==> src/rtl/hamming_encoder_tx_pkg.sv <==
// hamming_encoder_tx_pkg: shared widths, data-to-codeword placement, parity
// cover masks, FIFO occupancy and error-injection state types for the
// SEC-DED (11,6) transmit path.
package hamming_encoder_tx_pkg;

    localparam int CODE_W     = 11;
    localparam int DATA_W     = 6;
    localparam int FIFO_DEPTH = 2;

    // Storage slots of the two-entry FIFO; the head is what OUT_CODE shows
    localparam logic FIFO_HEAD = 1'b0;
    localparam logic FIFO_TAIL = 1'b1;

    // Codeword positions (1-based) receiving IN_DATA[1..6]
    localparam int POS_D1 = 3;
    localparam int POS_D2 = 5;
    localparam int POS_D3 = 6;
    localparam int POS_D4 = 7;
    localparam int POS_D5 = 9;
    localparam int POS_D6 = 10;

    // Data positions covered by each Hamming parity bit (bit k of mask = position k)
    localparam logic [CODE_W:1] P1_COVER = 11'h154;  // positions 3,5,7,9
    localparam logic [CODE_W:1] P2_COVER = 11'h264;  // positions 3,6,7,10
    localparam logic [CODE_W:1] P4_COVER = 11'h070;  // positions 5,6,7
    localparam logic [CODE_W:1] P8_COVER = 11'h300;  // positions 9,10

    typedef enum logic [1:0] {
        FIFO_EMPTY = 2'd0,
        FIFO_ONE   = 2'd1,
        FIFO_FULL  = 2'd2
    } fifo_state_t;

    typedef enum logic {
        INJ_ST_IDLE  = 1'b0,
        INJ_ST_ARMED = 1'b1
    } inj_state_t;

    // Scatter the data bits into their codeword positions, parity slots left at 0
    function automatic logic [CODE_W:1] place_data(input logic [DATA_W:1] data);
        logic [CODE_W:1] code;
        code         = {CODE_W{1'b0}};
        code[POS_D1] = data[1];
        code[POS_D2] = data[2];
        code[POS_D3] = data[3];
        code[POS_D4] = data[4];
        code[POS_D5] = data[5];
        code[POS_D6] = data[6];
        return code;
    endfunction

    // Even parity over the codeword positions selected by cover_mask
    function automatic logic parity_of(input logic [CODE_W:1] code,
                                       input logic [CODE_W:1] cover_mask);
        return ^(code & cover_mask);
    endfunction

endpackage

==> src/rtl/hamming_enc_core.sv <==
// hamming_enc_core: purely combinational SEC-DED (11,6) encoder. Positions
// 1,2,4,8 carry Hamming parity, position 11 makes the whole word even parity.
// Shared with the decoder bench, so it carries no clock or state.
module hamming_enc_core
    import hamming_encoder_tx_pkg::*;
(
    input  logic [DATA_W:1] data,
    output logic [CODE_W:1] code
);

    logic [CODE_W:1] code_s;

    // Place data, then fill the Hamming parity bits and the overall parity bit
    always_comb begin
        code_s     = place_data(data);
        code_s[1]  = parity_of(code_s, P1_COVER);
        code_s[2]  = parity_of(code_s, P2_COVER);
        code_s[4]  = parity_of(code_s, P4_COVER);
        code_s[8]  = parity_of(code_s, P8_COVER);
        code_s[11] = ^code_s[10:1];
    end

    assign code = code_s;

endmodule

==> src/rtl/hamming_encoder_tx.sv <==
// hamming_encoder_tx: encodes 6-bit words into 11-bit SEC-DED codewords and
// buffers them in a two-entry in-order FIFO with valid/ready on both sides.
// WORD_CNT counts delivered codewords modulo 256.
// Optional build macro HAMMING_ERR_INJ_EN adds a one-shot error injector that
// XORs INJ_MASK into the next accepted codeword after INJ_ARM.
module hamming_encoder_tx
    import hamming_encoder_tx_pkg::*;
(
    input  logic              CLK,
    input  logic              RST_N,
    input  logic [DATA_W:1]   IN_DATA,
    input  logic              IN_VALID,
    output logic              IN_READY,
    output logic [CODE_W:1]   OUT_CODE,
    output logic              OUT_VALID,
    input  logic              OUT_READY,
    output logic [7:0]        WORD_CNT
`ifdef HAMMING_ERR_INJ_EN
    ,
    input  logic [CODE_W:1]   INJ_MASK,
    input  logic              INJ_ARM,
    output logic              INJ_ARMED
`endif
);

    fifo_state_t      fifo_state_r;
    logic [CODE_W:1]  mem_r [FIFO_DEPTH];
    logic             in_ready_r;
    logic             out_valid_r;
    logic [7:0]       word_cnt_r;

    logic [CODE_W:1]  enc_code_s;
    logic [CODE_W:1]  fifo_code_s;
    logic             push_s;
    logic             pop_s;

    hamming_enc_core u_enc_core (
        .data (IN_DATA),
        .code (enc_code_s)
    );

    // Handshakes are qualified by registered readiness/validity only
    assign push_s = IN_VALID & in_ready_r;
    assign pop_s  = out_valid_r & OUT_READY;

`ifdef HAMMING_ERR_INJ_EN
    inj_state_t inj_state_r;
    logic       inj_armed_r;

    // One-shot injector: arm on request, disarm when the corrupted word is accepted
    always_ff @(posedge CLK) begin
        if (!RST_N) begin
            inj_state_r <= INJ_ST_IDLE;
            inj_armed_r <= 1'b0;
        end else begin
            case (inj_state_r)
                INJ_ST_IDLE: begin
                    if (INJ_ARM) begin
                        inj_state_r <= INJ_ST_ARMED;
                        inj_armed_r <= 1'b1;
                    end
                end
                INJ_ST_ARMED: begin
                    if (push_s) begin
                        inj_state_r <= INJ_ST_IDLE;
                        inj_armed_r <= 1'b0;
                    end
                end
                default: begin
                    inj_state_r <= INJ_ST_IDLE;
                    inj_armed_r <= 1'b0;
                end
            endcase
        end
    end

    // Corrupt the codeword entering the FIFO only while armed
    always_comb begin
        fifo_code_s = enc_code_s;
        if (inj_state_r == INJ_ST_ARMED) begin
            fifo_code_s = enc_code_s ^ INJ_MASK;
        end else begin
            fifo_code_s = enc_code_s;
        end
    end

    assign INJ_ARMED = inj_armed_r;
`else
    assign fifo_code_s = enc_code_s;
`endif

    // FIFO occupancy FSM with registered ready/valid; the head slot is zeroed when empty
    always_ff @(posedge CLK) begin
        if (!RST_N) begin
            fifo_state_r     <= FIFO_EMPTY;
            mem_r[FIFO_HEAD] <= {CODE_W{1'b0}};
            mem_r[FIFO_TAIL] <= {CODE_W{1'b0}};
            in_ready_r       <= 1'b0;
            out_valid_r      <= 1'b0;
            word_cnt_r       <= 8'd0;
        end else begin
            if (pop_s) begin
                word_cnt_r <= word_cnt_r + 8'd1;
            end
            case (fifo_state_r)
                FIFO_EMPTY: begin
                    in_ready_r <= 1'b1;
                    if (push_s) begin
                        mem_r[FIFO_HEAD] <= fifo_code_s;
                        fifo_state_r     <= FIFO_ONE;
                        out_valid_r      <= 1'b1;
                    end else begin
                        out_valid_r      <= 1'b0;
                    end
                end
                FIFO_ONE: begin
                    if (push_s && pop_s) begin
                        // Head leaves and the new word takes its place
                        mem_r[FIFO_HEAD] <= fifo_code_s;
                        in_ready_r       <= 1'b1;
                        out_valid_r      <= 1'b1;
                    end else if (push_s) begin
                        mem_r[FIFO_TAIL] <= fifo_code_s;
                        fifo_state_r     <= FIFO_FULL;
                        in_ready_r       <= 1'b0;
                        out_valid_r      <= 1'b1;
                    end else if (pop_s) begin
                        mem_r[FIFO_HEAD] <= {CODE_W{1'b0}};
                        fifo_state_r     <= FIFO_EMPTY;
                        in_ready_r       <= 1'b1;
                        out_valid_r      <= 1'b0;
                    end else begin
                        in_ready_r       <= 1'b1;
                        out_valid_r      <= 1'b1;
                    end
                end
                FIFO_FULL: begin
                    out_valid_r <= 1'b1;
                    if (pop_s) begin
                        mem_r[FIFO_HEAD] <= mem_r[FIFO_TAIL];
                        mem_r[FIFO_TAIL] <= {CODE_W{1'b0}};
                        fifo_state_r     <= FIFO_ONE;
                        in_ready_r       <= 1'b1;
                    end else begin
                        in_ready_r       <= 1'b0;
                    end
                end
                default: begin
                    fifo_state_r     <= FIFO_EMPTY;
                    mem_r[FIFO_HEAD] <= {CODE_W{1'b0}};
                    mem_r[FIFO_TAIL] <= {CODE_W{1'b0}};
                    in_ready_r       <= 1'b1;
                    out_valid_r      <= 1'b0;
                end
            endcase
        end
    end

    assign IN_READY  = in_ready_r;
    assign OUT_VALID = out_valid_r;
    assign OUT_CODE  = mem_r[FIFO_HEAD];
    assign WORD_CNT  = word_cnt_r;

endmodule

==> config.mk <==
export PLATFORM = sky130hd
export DESIGN_NAME = hamming_encoder_tx
export DESIGN_NICKNAME = d
export VERILOG_FILES = /design/src/rtl/hamming_encoder_tx_pkg.sv /design/src/rtl/hamming_enc_core.sv /design/src/rtl/hamming_encoder_tx.sv
export SDC_FILE = /design/constraint.sdc
export NUM_CORES = 1
export LEC_CHECK = 0
export ABC_AREA = 1
export BUFFER_PORTS_ARGS = -buffer_cell sky130_fd_sc_hd__buf_2
export CAP_MARGIN = 10
export CORE_UTILIZATION = 45
export DETAILED_ROUTE_END_ITERATION = 12
export PLACE_DENSITY_LB_ADDON = 0.08
export RECOVER_POWER = 25
export SLEW_MARGIN = 25
export SYNTH_ARGS = -nofsm -noshare
export SYNTH_HDL_FRONTEND = slang
export SYNTH_SLANG_ARGS = --single-unit
==> constraint.sdc <==
create_clock -name CLK -period 1.72 [get_ports CLK]
set_input_delay 0.43 -clock CLK [delete_from_list [all_inputs] [get_ports CLK]]
set_output_delay 0.43 -clock CLK [all_outputs]
set_load 0.01 [all_outputs]
# Word level (Yosys, flattened, before mapping)
# Memory sizes are Yosys's and may differ from the RTL's.
# Index checks and enable logic that the tools add are counted.
# W data, S select, Z words.
# totals
mem_count	1
inputBits	10
ramBits	22
ff_bits	12
output_inout_bits	21
word_cells	77
# mem_list
memory	depth	width	read_ports	rd_ports_with_merged_regs	write_ports	line	rtl
mem_r	2	11	2	0	2	hamming_encoder_tx.sv:27	logic [CODE_W:1] mem_r [FIFO_DEPTH];
# classes
bitwise_logic	10
add_sub_neg	1
n_reduce_logical	9
n_mux	46
n_eq_ne	6
# op_table
cell	count
$mux W11	8
$reduce_xor A11 Y1	4
$mux W1	30
$mux W2	5
$reduce_xor A10 Y1	1
$add A8 B1 Y8 const B	1
$or A1 B1 Y1	8
$ne A2 B2 Y1 const B	3
$pmux W2 S3	1
$reduce_and A4 Y1	1
$ne A3 B3 Y1 const B	1
$pmux W1 S3	1
$reduce_or A3 Y1	1
$and A1 B1 Y1	2
$eq A2 B1 Y1 const B	1
$eq A2 B2 Y1 const B	1
$logic_not A2 Y1	1
$pmux W1 S2	1
$logic_and A1 B1 Y1	1

# Depth between registers and ports, before layout
# Gate-level depths: netlist (run 1).
# depth
depth_word	10
depth_mapped	9
mapped_depth_nobuf	9

# By module
# Synthesis (run 1) repeated with hierarchy kept, for this count alone.
# unflattened
hier_cells	254
area_unflattened_um2	1994.4
# modules_own_cells
module	n_inst	cells_per_inst	area_per_inst_um2	seq_area_each_um2
hamming_encoder_tx	1	210	1765.4	900.9
hamming_enc_core	1	44	229.0	0.0

# Worst setup path after synthesis (run 1)
# No wires, ideal clock.
# synth_timing
kind	flip-flop to flip-flop
from	register fifo_state_r[1]
to	memory mem_r[0][11] (netlist bit) (enable)
required_ps	1326
synth_period_minus_slack_ps	1860
n_path_buf	0
setup_time_ps	394
path_stages_with_launch	5
arrival_time_ps	1466
slack_ps	-140
cell_sequence	dfxtp_1 inv_1 ha_1 nand2_1 o21ai_0
# synth_rtl
element	line	rtl
start, declared	hamming_encoder_tx.sv:26	fifo_state_t fifo_state_r;
start signal, assigned	hamming_encoder_tx.sv:95	fifo_state_r <= FIFO_EMPTY;
start signal, assigned	hamming_encoder_tx.sv:110	fifo_state_r <= FIFO_ONE;
start signal, assigned	hamming_encoder_tx.sv:124	fifo_state_r <= FIFO_FULL;
end, declared	hamming_encoder_tx.sv:27	

==> impl_metrics.toml, run 1 <==
[floorplan]
rows = 23
dieArea_um2 = 4396
initial_core_util_pct = 46.85
die_y_um = 66.30
die_width_um = 66.30
io_pins = 31
coreArea_um2 = 3971

[sta]
slew_headroom_pct = 63.18
max_freq_mhz = 649.0
fin_crit_sh_pct = 89.58
clock_skew_ps = 8.373
worstMarginPinSlew_ps = 548.0
drv_slew = 0
rsz0062_at_grt = "false"
tns_ps = 0
hold_viol = 0
setup_viol = 0
fin_ws_ps = 179.1
whs_ps = 428.3
finalCriticalPeriod_ps = 1541

[cts]
ctsResizeCount = 0
post-cts-setup-buffers = 0
cts_inserted_buffers = 5
clk_pin_slew_ps = 70
cts_tree = "done"
clock_latency_ps = 290
numClockSinks = 34
ctsHoldBuffers = 0
cts_buffer_depth = 2
clockRootBuffer = "clkbuf_8"
htreeDepth = 2

[placed_design]
hpwl_um = 2401
dpl_cell_area_um2 = 1994
dp.cells = 275
routabilityCongestion = 0.8139
portBuffers = 30
dp_slack_ps = 183.7

[routing]
num_vias = 1334
wl_per_cell_um = 11.42
first_iter_violations = 44
drc_errors = 0
wl_um = 3231
first_pass_iters = 5
antenna_left = 0
via_per_inst = 4.714

[synth]
syn_area_um2 = 1861
ys_ff_latch = 34
synth_edf_count = 22
yosysWarningCount = 0
async_flop_share_pct = 0
ys.flop_type = "edfxtp_1"
syn_avg_cell_area_um2 = 9.032
netlist_instances = 206
yosysSeqAreaShare_pct = 48.42
synth_cell_type_count = 30
synth_fp_nets = 221

[cells_and_area]
fin_cells = 283
syn_to_final_growth_pct = 10.49
drive_gt1_share_pct = 21.03
design_area_um2 = 2056
layout_commonest_cell = "nand2_1"
mostFrequentLayoutCells = "nand2_1, inv_1, nor2_1, edfxtp_1, buf_2"
n_fill_cell = 406
num_antenna_cells = 0
nets = 247

[global_route]
grt_max_degree = 14
grt_pass1_wl_um = 5913
grt_antenna_before_repair = 0
grt-ovfl-total = 0
grtUsageTotal_pct = 18.06
grt_pass1_vias = 1380

[worst_setup_path]
end_kind = "flop"
crit_type = "reg2reg"
path_common_cell = "inv_1"
crit_path_max_fanout = 13
crit_chain = "inv_1 > ha_1 > inv_1 > a21oi_4 > nand2_4 > inv_1 > nand3_1 > nand2_1"
worst_path_largest_cell_delay_ps = 390
critPathLaunchType = "flop"
cp.arrival_ps = 1590
worstPathRequired_ps = 1770
slowest_stage = "dfxtp_1"

[power_and_ir_drop]
worst_ir_drop_vdd_mv = 0.8109
p_int_w = 0.001657
power.density_nw_per_um2 = 1218
p_switching_w = 0.0008461
leakage_nw = 0.9182
switching_share_pct = 33.80
p_seq_share_pct = 45.5
pwr-share-comb_pct = 29.8
pwr-share-clk_pct = 24.7

[min_path]
min_path_type = "in2reg"

[flow_run]
cap_viol_max_count = 0

[run_status]
status = "finished, final reports clean"
==> Yosys cell counts (2+ instances only) <==
cell type / n / area, µm²
nand2_1: 52 / 195.2
inv_1: 24 / 90.09
edfxtp_1: 22 / 660.6
nor2_1: 22 / 82.58
dfxtp_1: 12 / 240.2
buf_4: 11 / 82.58
o21ai_2: 10 / 87.58
nand3_1: 9 / 45.04
ha_1: 5 / 62.56
o21ai_0: 5 / 25.02
xnor2_1: 5 / 43.79
a21oi_1: 3 / 15.01
buf_6: 3 / 33.78
nand4_1: 3 / 18.77
a31oi_1: 2 / 12.51
inv_2: 2 / 7.510
nand2_2: 2 / 12.51
nand2_4: 2 / 22.52
==> registers in the layout, indices dropped and copies added (netlist names) <==
signal	count
mem_r	22
WORD_CNT	8
fifo_state_r	2
IN_READY	1
OUT_VALID	1
==> cells by family after synthesis <==
group / count (synthesis) / synth area share, %
simple gates: 94 / 23.07
fa+ha+maj: 5 / 3.362
xor+xnor: 6 / 2.824
flops: 34 / 48.42
buf+inv: 43 / 12.58
compound gates: 24 / 9.751
==> worst max-delay path: cells and delay by family, from the launching register on <==
kind | cells | cell delay [ps]
buffers and inverters | 3 | 270
adders and majority gates | 1 | 210
DFF | 1 | 390
AOI/OAI and AO/OA | 1 | 80
and+or+nand+nor | 3 | 350
==> stage by stage <==
step | util [%] | total power, W
after floorplan | - | 0.001781
after global placement | 50.22 | 0.001920
after detailed placement | 50.22 | 0.001930
after CTS | 52.52 | 0.002548
after global routing | 51.76 | 0.002681
final | 51.76 | 0.002503
==> area by class of cell <==
cell class / instances / area (µm²) / share of cell area (%)
inverter: 28 / 112.6 / 5.478
multi-input combinational: 129 / 711.9 / 34.63
tap: 50 / 62.56 / 3.043
clock buffer: 7 / 86.33 / 4.200
sequential: 34 / 900.9 / 43.82
timing repair buffer: 34 / 176.4 / 8.582
clock inverter: 1 / 5.005 / 0.2435
==> worst paths after layout <==
kind	slack (ps)	startpoint	to	cells after the start
setup reg to reg	180	fifo_state_r[1]	mem_r[0][10]	8
hold reg to reg	490	WORD_CNT[6]	WORD_CNT[6]	2
hold / removal	430	RST_N	fifo_state_r[0]	3
setup / recovery	180	fifo_state_r[1]	mem_r[0][10]	8
==> power groups by stage <==
stage          registers [W]  clock network (W)  logic [W]
2_1_floorplan        0.00116                  0   0.000625
3_3_place_gp         0.00115                  0   0.000769
3_5_place_dp         0.00115                  0   0.000775
4_1_cts              0.00114           0.000629   0.000779
5_1_grt              0.00116           0.000664   0.000858
6_report             0.00114           0.000617   0.000746
==> metal layers <==
metal,wire length (µm),GRT usage (%),vias up
li1,-,-,703
met1,1552,21.64,600
met2,1499,29.72,25
met3,129,6.034,6
met4,50,6.915,0
met5,0,0,-
No activity file was read; power rests on OpenSTA's default activity.
==> run 2, diff against run 1 <==
- ABC_AREA: 1 -> default
==> run 2 against run 1 <==
Net effect: sequential share of layout area is 2.5 points higher; largest cell class unchanged; critical path depth is 1 lower; total power decreased by 11%; clock power up 19%; non-clock buffer count grew 7; area after synthesis shrank 11%; global-route usage decreased by 2.3 points; maximum frequency is 5.0% lower; register-to-register slack lost 80 ps; largest power group unchanged; die area down 11%.
==> impl_metrics.toml, run 2 <==
[routing]
antenna_left = 0
wl_um = 2690
first_pass_iters = 4
via_per_inst = 4.761
first_iter_violations = 20
num_vias = 1057
wl_per_cell_um = 12.12
drc_errors = 0

[sta]
drv_slew = 0
clock_skew_ps = 7.961
fin_crit_sh_pct = 94.31
setup_viol = 0
finalCriticalPeriod_ps = 1622
slew_headroom_pct = 68.95
whs_ps = 451.1
worstMarginPinSlew_ps = 465.2
fin_ws_ps = 97.85
rsz0062_at_grt = "false"
max_freq_mhz = 616.5
hold_viol = 0

[cts]
clockRootBuffer = "clkbuf_4"
htreeDepth = 2
cts_buffer_depth = 2
ctsHoldBuffers = 0
cts_tree = "done"
numClockSinks = 34
cts_inserted_buffers = 5
clk_pin_slew_ps = 110
clock_latency_ps = 340

[cells_and_area]
fin_cells = 222
nets = 190
drive_gt1_share_pct = 30.68
n_fill_cell = 308
regMostFlops = "mem_r"
mostFrequentLayoutCells = "buf_2, edfxtp_1, nand2_1, xnor2_1"
layout_commonest_cell = "buf_2"
multi_input_area_um2 = 650.6
largest_register_ffs = 22
syn_to_final_growth_pct = 18.00
num_antenna_cells = 0
register_area_um2 = 903.4
design_area_um2 = 1952

[global_route]
grtUsageTotal_pct = 15.78
grt_antenna_before_repair = 0
use_met2_pct = 25.82
use_met3_pct = 4.380
grt_util_met1_pct = 17.60
grt_busiest_layer = "met2"
grt_max_degree = 14
grt-ovfl-total = 0
grt_pass1_wl_um = 4595
grt_pass1_vias = 1080

[worst_setup_path]
crit_path_max_fanout = 10
r2r-start = "fifo_state_r[0]"
crit_type = "reg2reg"
startpoint = "fifo_state_r[0]"
cp.arrival_ps = 1740
worstPathRequired_ps = 1830
critPathLaunchType = "flop"
end_kind = "flop"

[synth]
syn_avg_cell_area_um2 = 11.73
synth_cell_type_count = 29
synthTopCellsByCount = "edfxtp_1, and2_1, nand2_1"
synth_fp_nets = 156
netlist_instances = 141
ys_ff_latch = 34
yosysWarningCount = 0
ys.flop_type = "edfxtp_1"
synth_area_leader_cell = "edfxtp_1"
synth_edf_count = 22
async_flop_share_pct = 0
yosys.area.top_type_share_pct = 39.94
yosysSeqAreaShare_pct = 54.46
synth.area.top_cells = "edfxtp_1, dfxtp_1, and2_1, xnor2_1, buf_4"
synth_most_common_cell = "edfxtp_1"
syn_area_um2 = 1654

[min_path]
min_path_type = "in2reg"
worstHoldStart = "IN_DATA[2]"

[placed_design]
portBuffers = 30
dpl_cell_area_um2 = 1839
dp_slack_ps = -40.72
hpwl_um = 1976
dp.cells = 213
routabilityCongestion = 0.7454

[floorplan]
io_pins = 31
die_width_um = 62.63
dieArea_um2 = 3922
initial_core_util_pct = 48.42
rows = 21
coreArea_um2 = 3416
die_y_um = 62.63

[power_and_ir_drop]
power.density_nw_per_um2 = 1141
worst_ir_drop_vdd_mv = 0.8686
fin_total_pwr_w = 0.002226
leakage_nw = 0.9077

[run_status]
status = "finished, final reports clean"

[flow_run]
cap_viol_max_count = 0
==> run 2: stage by stage <==
| stage | setup TNS [ps] | util [%] |
|---|---|---|
| 2_1_floorplan | 0 | - |
| 4_1_cts | 0 | 57.25 |
| 5_1_grt | 0 | 57.14 |
| 3_5_place_dp | -375.3 | 53.85 |
| 3_3_place_gp | 0 | 53.85 |
| 6_report | 0 | 57.14 |
==> run 2: timing repair <==
item | CTS | global route
pin swaps | 2 | 1
setup endpoints to repair | 11 | 9
setup buffers | 1 | 0
gates resized for setup | 1 | 2
==> run 2: final cells by class <==
cell class              count  area share (%)
clock buffers               5           1.923
clock inverters             3           3.526
inverters                   2          0.3846
multi-input cells          91           33.33
flip-flops and latches     34           46.28
well taps                  46           2.949
repair buffers             41           11.60
==> run 2: where the power goes <==
group	leakage (nW)	switching [W]	internal, W
clock network	0.0554	0.000279	0.000454
registers	0.329	0.0000458	0.000994
logic	0.524	0.000240	0.000214
total	0.908	0.000565	0.00166
==> run 2: kinds of logic (layout without fill, tap and decap cells) <==
kind of cell    count (synthesis)  in the layout  synth area share (%)
flops                          34             34                 54.46
buf+inv                        16             51                 6.355
fa+ha+maj                       5              5                 3.782
simple gates                   47             47                 15.96
compound gates                 21             21                 8.850
xor+xnor                       16             16                 9.380
mux                             2              2                 1.210
==> run 2: final timing paths <==
path,endpoint,slack [ps],cells past startpoint
setup / recovery,mem_r[0][9],100,7
hold / removal,mem_r[0][15],450,2
setup reg to reg,mem_r[0][9],100,7
hold reg to reg,fifo_state_r[1],500,2
==> run 2: per-layer routing <==
metal / part of all wire [%] / wire length [µm] / vias up
met3: 3.4 / 91 / 7
met2: 47 / 1265 / 22
met1: 47 / 1259 / 480
met5: 0 / 0 / -
met4: 2.8 / 74 / 0
li1: - / - / 548
==> run 2: worst max-delay path, stage by stage, from the launching register on <==
cell      delay [ps]
dfxtp_2          370
inv_1             70
ha_1             210
o211ai_1         170
buf_4            150
nor3_4            60
and2_2           210
a21o_1           150
==> run 3, diff against run 2 <==
- SYNTH_HIERARCHICAL: default -> 1
==> run 3 against run 2 <==
Net effect: worst setup slack better by 7.2 ps; utilization is 3.1 points lower; clock skew rose by 0.59 ps; wire length increased by 22%; total power is 1.7% lower; first-iteration DRC count grew to 4.4 times the previous value; flip-flop and latch count unchanged; critical path depth is 1 lower; worst hold slack got worse by 13 ps; via count grew 13%; highest routed layer unchanged.
==> impl_metrics.toml, run 3 <==
[routing]
wl_met2_um = 1553
drc_errors = 0
wl_met1_um = 1593
wl_per_cell_um = 14.34
first_pass_iters = 5
wl_um = 3284
via_per_inst = 5.227
antenna_left = 0
route.met3.wl_um = 100
topRoutingLayerUsed = "met4"
first_iter_violations = 88
num_vias = 1197

[cells_and_area]
num_antenna_cells = 0
regMostFlops = "mem_r"
largest_register_ffs = 22
fin_cells = 229
layout_commonest_cell = "edfxtp_1"
nets = 195
mostFrequentLayoutCells = "edfxtp_1, buf_2, and2_1, xnor2_1"
syn_to_final_growth_pct = 13.09
drive_gt1_share_pct = 22.65
utilization_pct = 54.01

[synth]
ys_ff_latch = 34
yosysSeqAreaShare_pct = 50.38
synth_area_leader_cell = "edfxtp_1"
yosysWarningCount = 6
syn_avg_cell_area_um2 = 11.61
yosys.area.top_type_share_pct = 36.95
synthTopCellsByCount = "edfxtp_1, and2_1, buf_4"
syn_area_um2 = 1788
async_flop_share_pct = 0
netlist_instances = 154
synth_cell_type_count = 31
synth_fp_nets = 169
synth_most_common_cell = "edfxtp_1"
synth_edf_count = 22
synth.area.top_cells = "edfxtp_1, dfxtp_1, buf_4, and2_1, xnor2_1"
ys.flop_type = "edfxtp_1"

[worst_setup_path]
critPathLaunchType = "flop"
slowest_stage = "dfxtp_1"
crit_chain = "inv_1 > ha_1 > o21ai_4 > nor3_4 > buf_12 > a32o_1"
path_buf_inv = 2
crit_path_max_fanout = 11
cp.arrival_ps = 1650
worst_path_largest_cell_delay_ps = 360
worstPathRequired_ps = 1760
crit_type = "reg2reg"
crit_family = "compound AO/OA/AOI/OAI gates"
end_kind = "flop"

[power_and_ir_drop]
worst_ir_drop_vdd_mv = 0.6141
p_int_w = 0.001530
p_seq_share_pct = 47.7
leakage_nw = 0.7948
fin_total_pwr_w = 0.002188
pwr-share-comb_pct = 26.7
p_switching_w = 0.0006585
power.density_nw_per_um2 = 1082
pwr-share-clk_pct = 25.6
switching_share_pct = 30.09

[global_route]
grt_pass1_vias = 1107
grt_pass1_wl_um = 5278
grtUsageTotal_pct = 16.97
grt_antenna_before_repair = 0
grt_max_degree = 13
grt-ovfl-total = 0

[run_status]
status = "finished, final reports clean"

[floorplan]
die_y_um = 65.04
dieArea_um2 = 4230
initial_core_util_pct = 47.76
die_width_um = 65.04
rows = 22
io_pins = 31
coreArea_um2 = 3744

[sta]
setup_viol = 0
worstMarginPinSlew_ps = 420.3
clock_skew_ps = 8.554
hold_viol = 0
rsz0062_at_grt = "false"
slew_headroom_pct = 71.89
finalCriticalPeriod_ps = 1615
fin_crit_sh_pct = 93.89
drv_slew = 0
max_freq_mhz = 619.2
fin_ws_ps = 105.0

[placed_design]
dp.cells = 219
dp_slack_ps = -78.28
hpwl_um = 2116
routabilityCongestion = 0.8688
portBuffers = 30

[cts]
clock_latency_ps = 280
cts_buffer_depth = 2
clk_pin_slew_ps = 70
clockRootBuffer = "clkbuf_8"
htreeDepth = 2
cts_inserted_buffers = 5
cts_tree = "done"
numClockSinks = 34

[min_path]
min_path_type = "in2reg"

[flow_run]
cap_viol_max_count = 0
-- run 3: cell types whose count changed after synthesis, sizes merged, moves of 3 or more --
cell	delta
a21o	-11
a32o	+11
o21ai	+4
buf	+9
nor2	-3
nand2	-5
a21oi	+4
-- run 3: cell type report --
type / count / area (µm²)
Clock inverter: 2 / 8.758
Multi-Input combinational cell: 95 / 737.0
Fill cell: 352 / 1722
Timing Repair Buffer: 41 / 231.5
Tap cell: 48 / 60.06
Clock buffer: 6 / 72.57
Sequential cell: 34 / 900.9
Inverter: 3 / 11.26
-- run 3: timing repair --
action | in CTS | in global routing
buffers inserted | 0 | 1
pin swaps | 1 | 1
gates resized for setup | 2 | 1
gates cloned | 1 | 0
setup endpoints to repair | 22 | 1
hold buffers | 0 | 0
-- run 3: worst paths after layout --
path | from | to | slack, ps | cells past startpoint
hold / removal | RST_N | fifo_state_r[1] | 440 | 2
hold reg to reg | WORD_CNT[1] | WORD_CNT[1] | 490 | 2
setup / recovery | fifo_state_r[1] | mem_r[0][7] | 110 | 6
setup reg to reg | fifo_state_r[1] | mem_r[0][7] | 110 | 6
-- run 3: kinds of logic after synthesis --
family	count (synthesis)	share of synthesized area, %
simple gates	41	13.86
xor+xnor	18	10.01
mux	1	0.5599
buf+inv	26	9.797
compound gates	29	11.90
fa+ha+maj	5	3.499
flops	34	50.38
-- run 3: power groups by stage --
stage | clock network, W | registers (W) | logic, W
floorplan | 0 | 0.00107 | 0.000414
global placement | 0 | 0.00106 | 0.000537
detailed placement | 0 | 0.00106 | 0.000542
CTS | 0.000579 | 0.00104 | 0.000569
global route | 0.000603 | 0.00106 | 0.000643
finish | 0.000559 | 0.00104 | 0.000585
-- run 3: worst register-to-register path, delay by kind of cell (launching register included) --
kind	cells	cell delay, ps
AOI/OAI and AO/OA	2	460
adders and majority gates	1	240
buffers and inverters	2	230
DFF	1	360
and+or+nand+nor	1	80
-- run 3: per-layer routing --
layer	GRT usage [%]	vias to the layer above
li1	-	587
met1	22.93	584
met2	25.13	20
met3	5.282	6
met4	6.793	0
met5	0	-
-- run 3: per-stage QoR --
stage / hold slack, ps / TNS (ps) / instance area (µm²)
global placement: 476.7 / -1557 / 1909
CTS: 438.5 / 0 / 2011
floorplan: 468.8 / 0 / 1788
global route: 455.8 / 0 / 2022
finish: 438.4 / 0 / 2022
detailed placement: 488.5 / -1340 / 1909
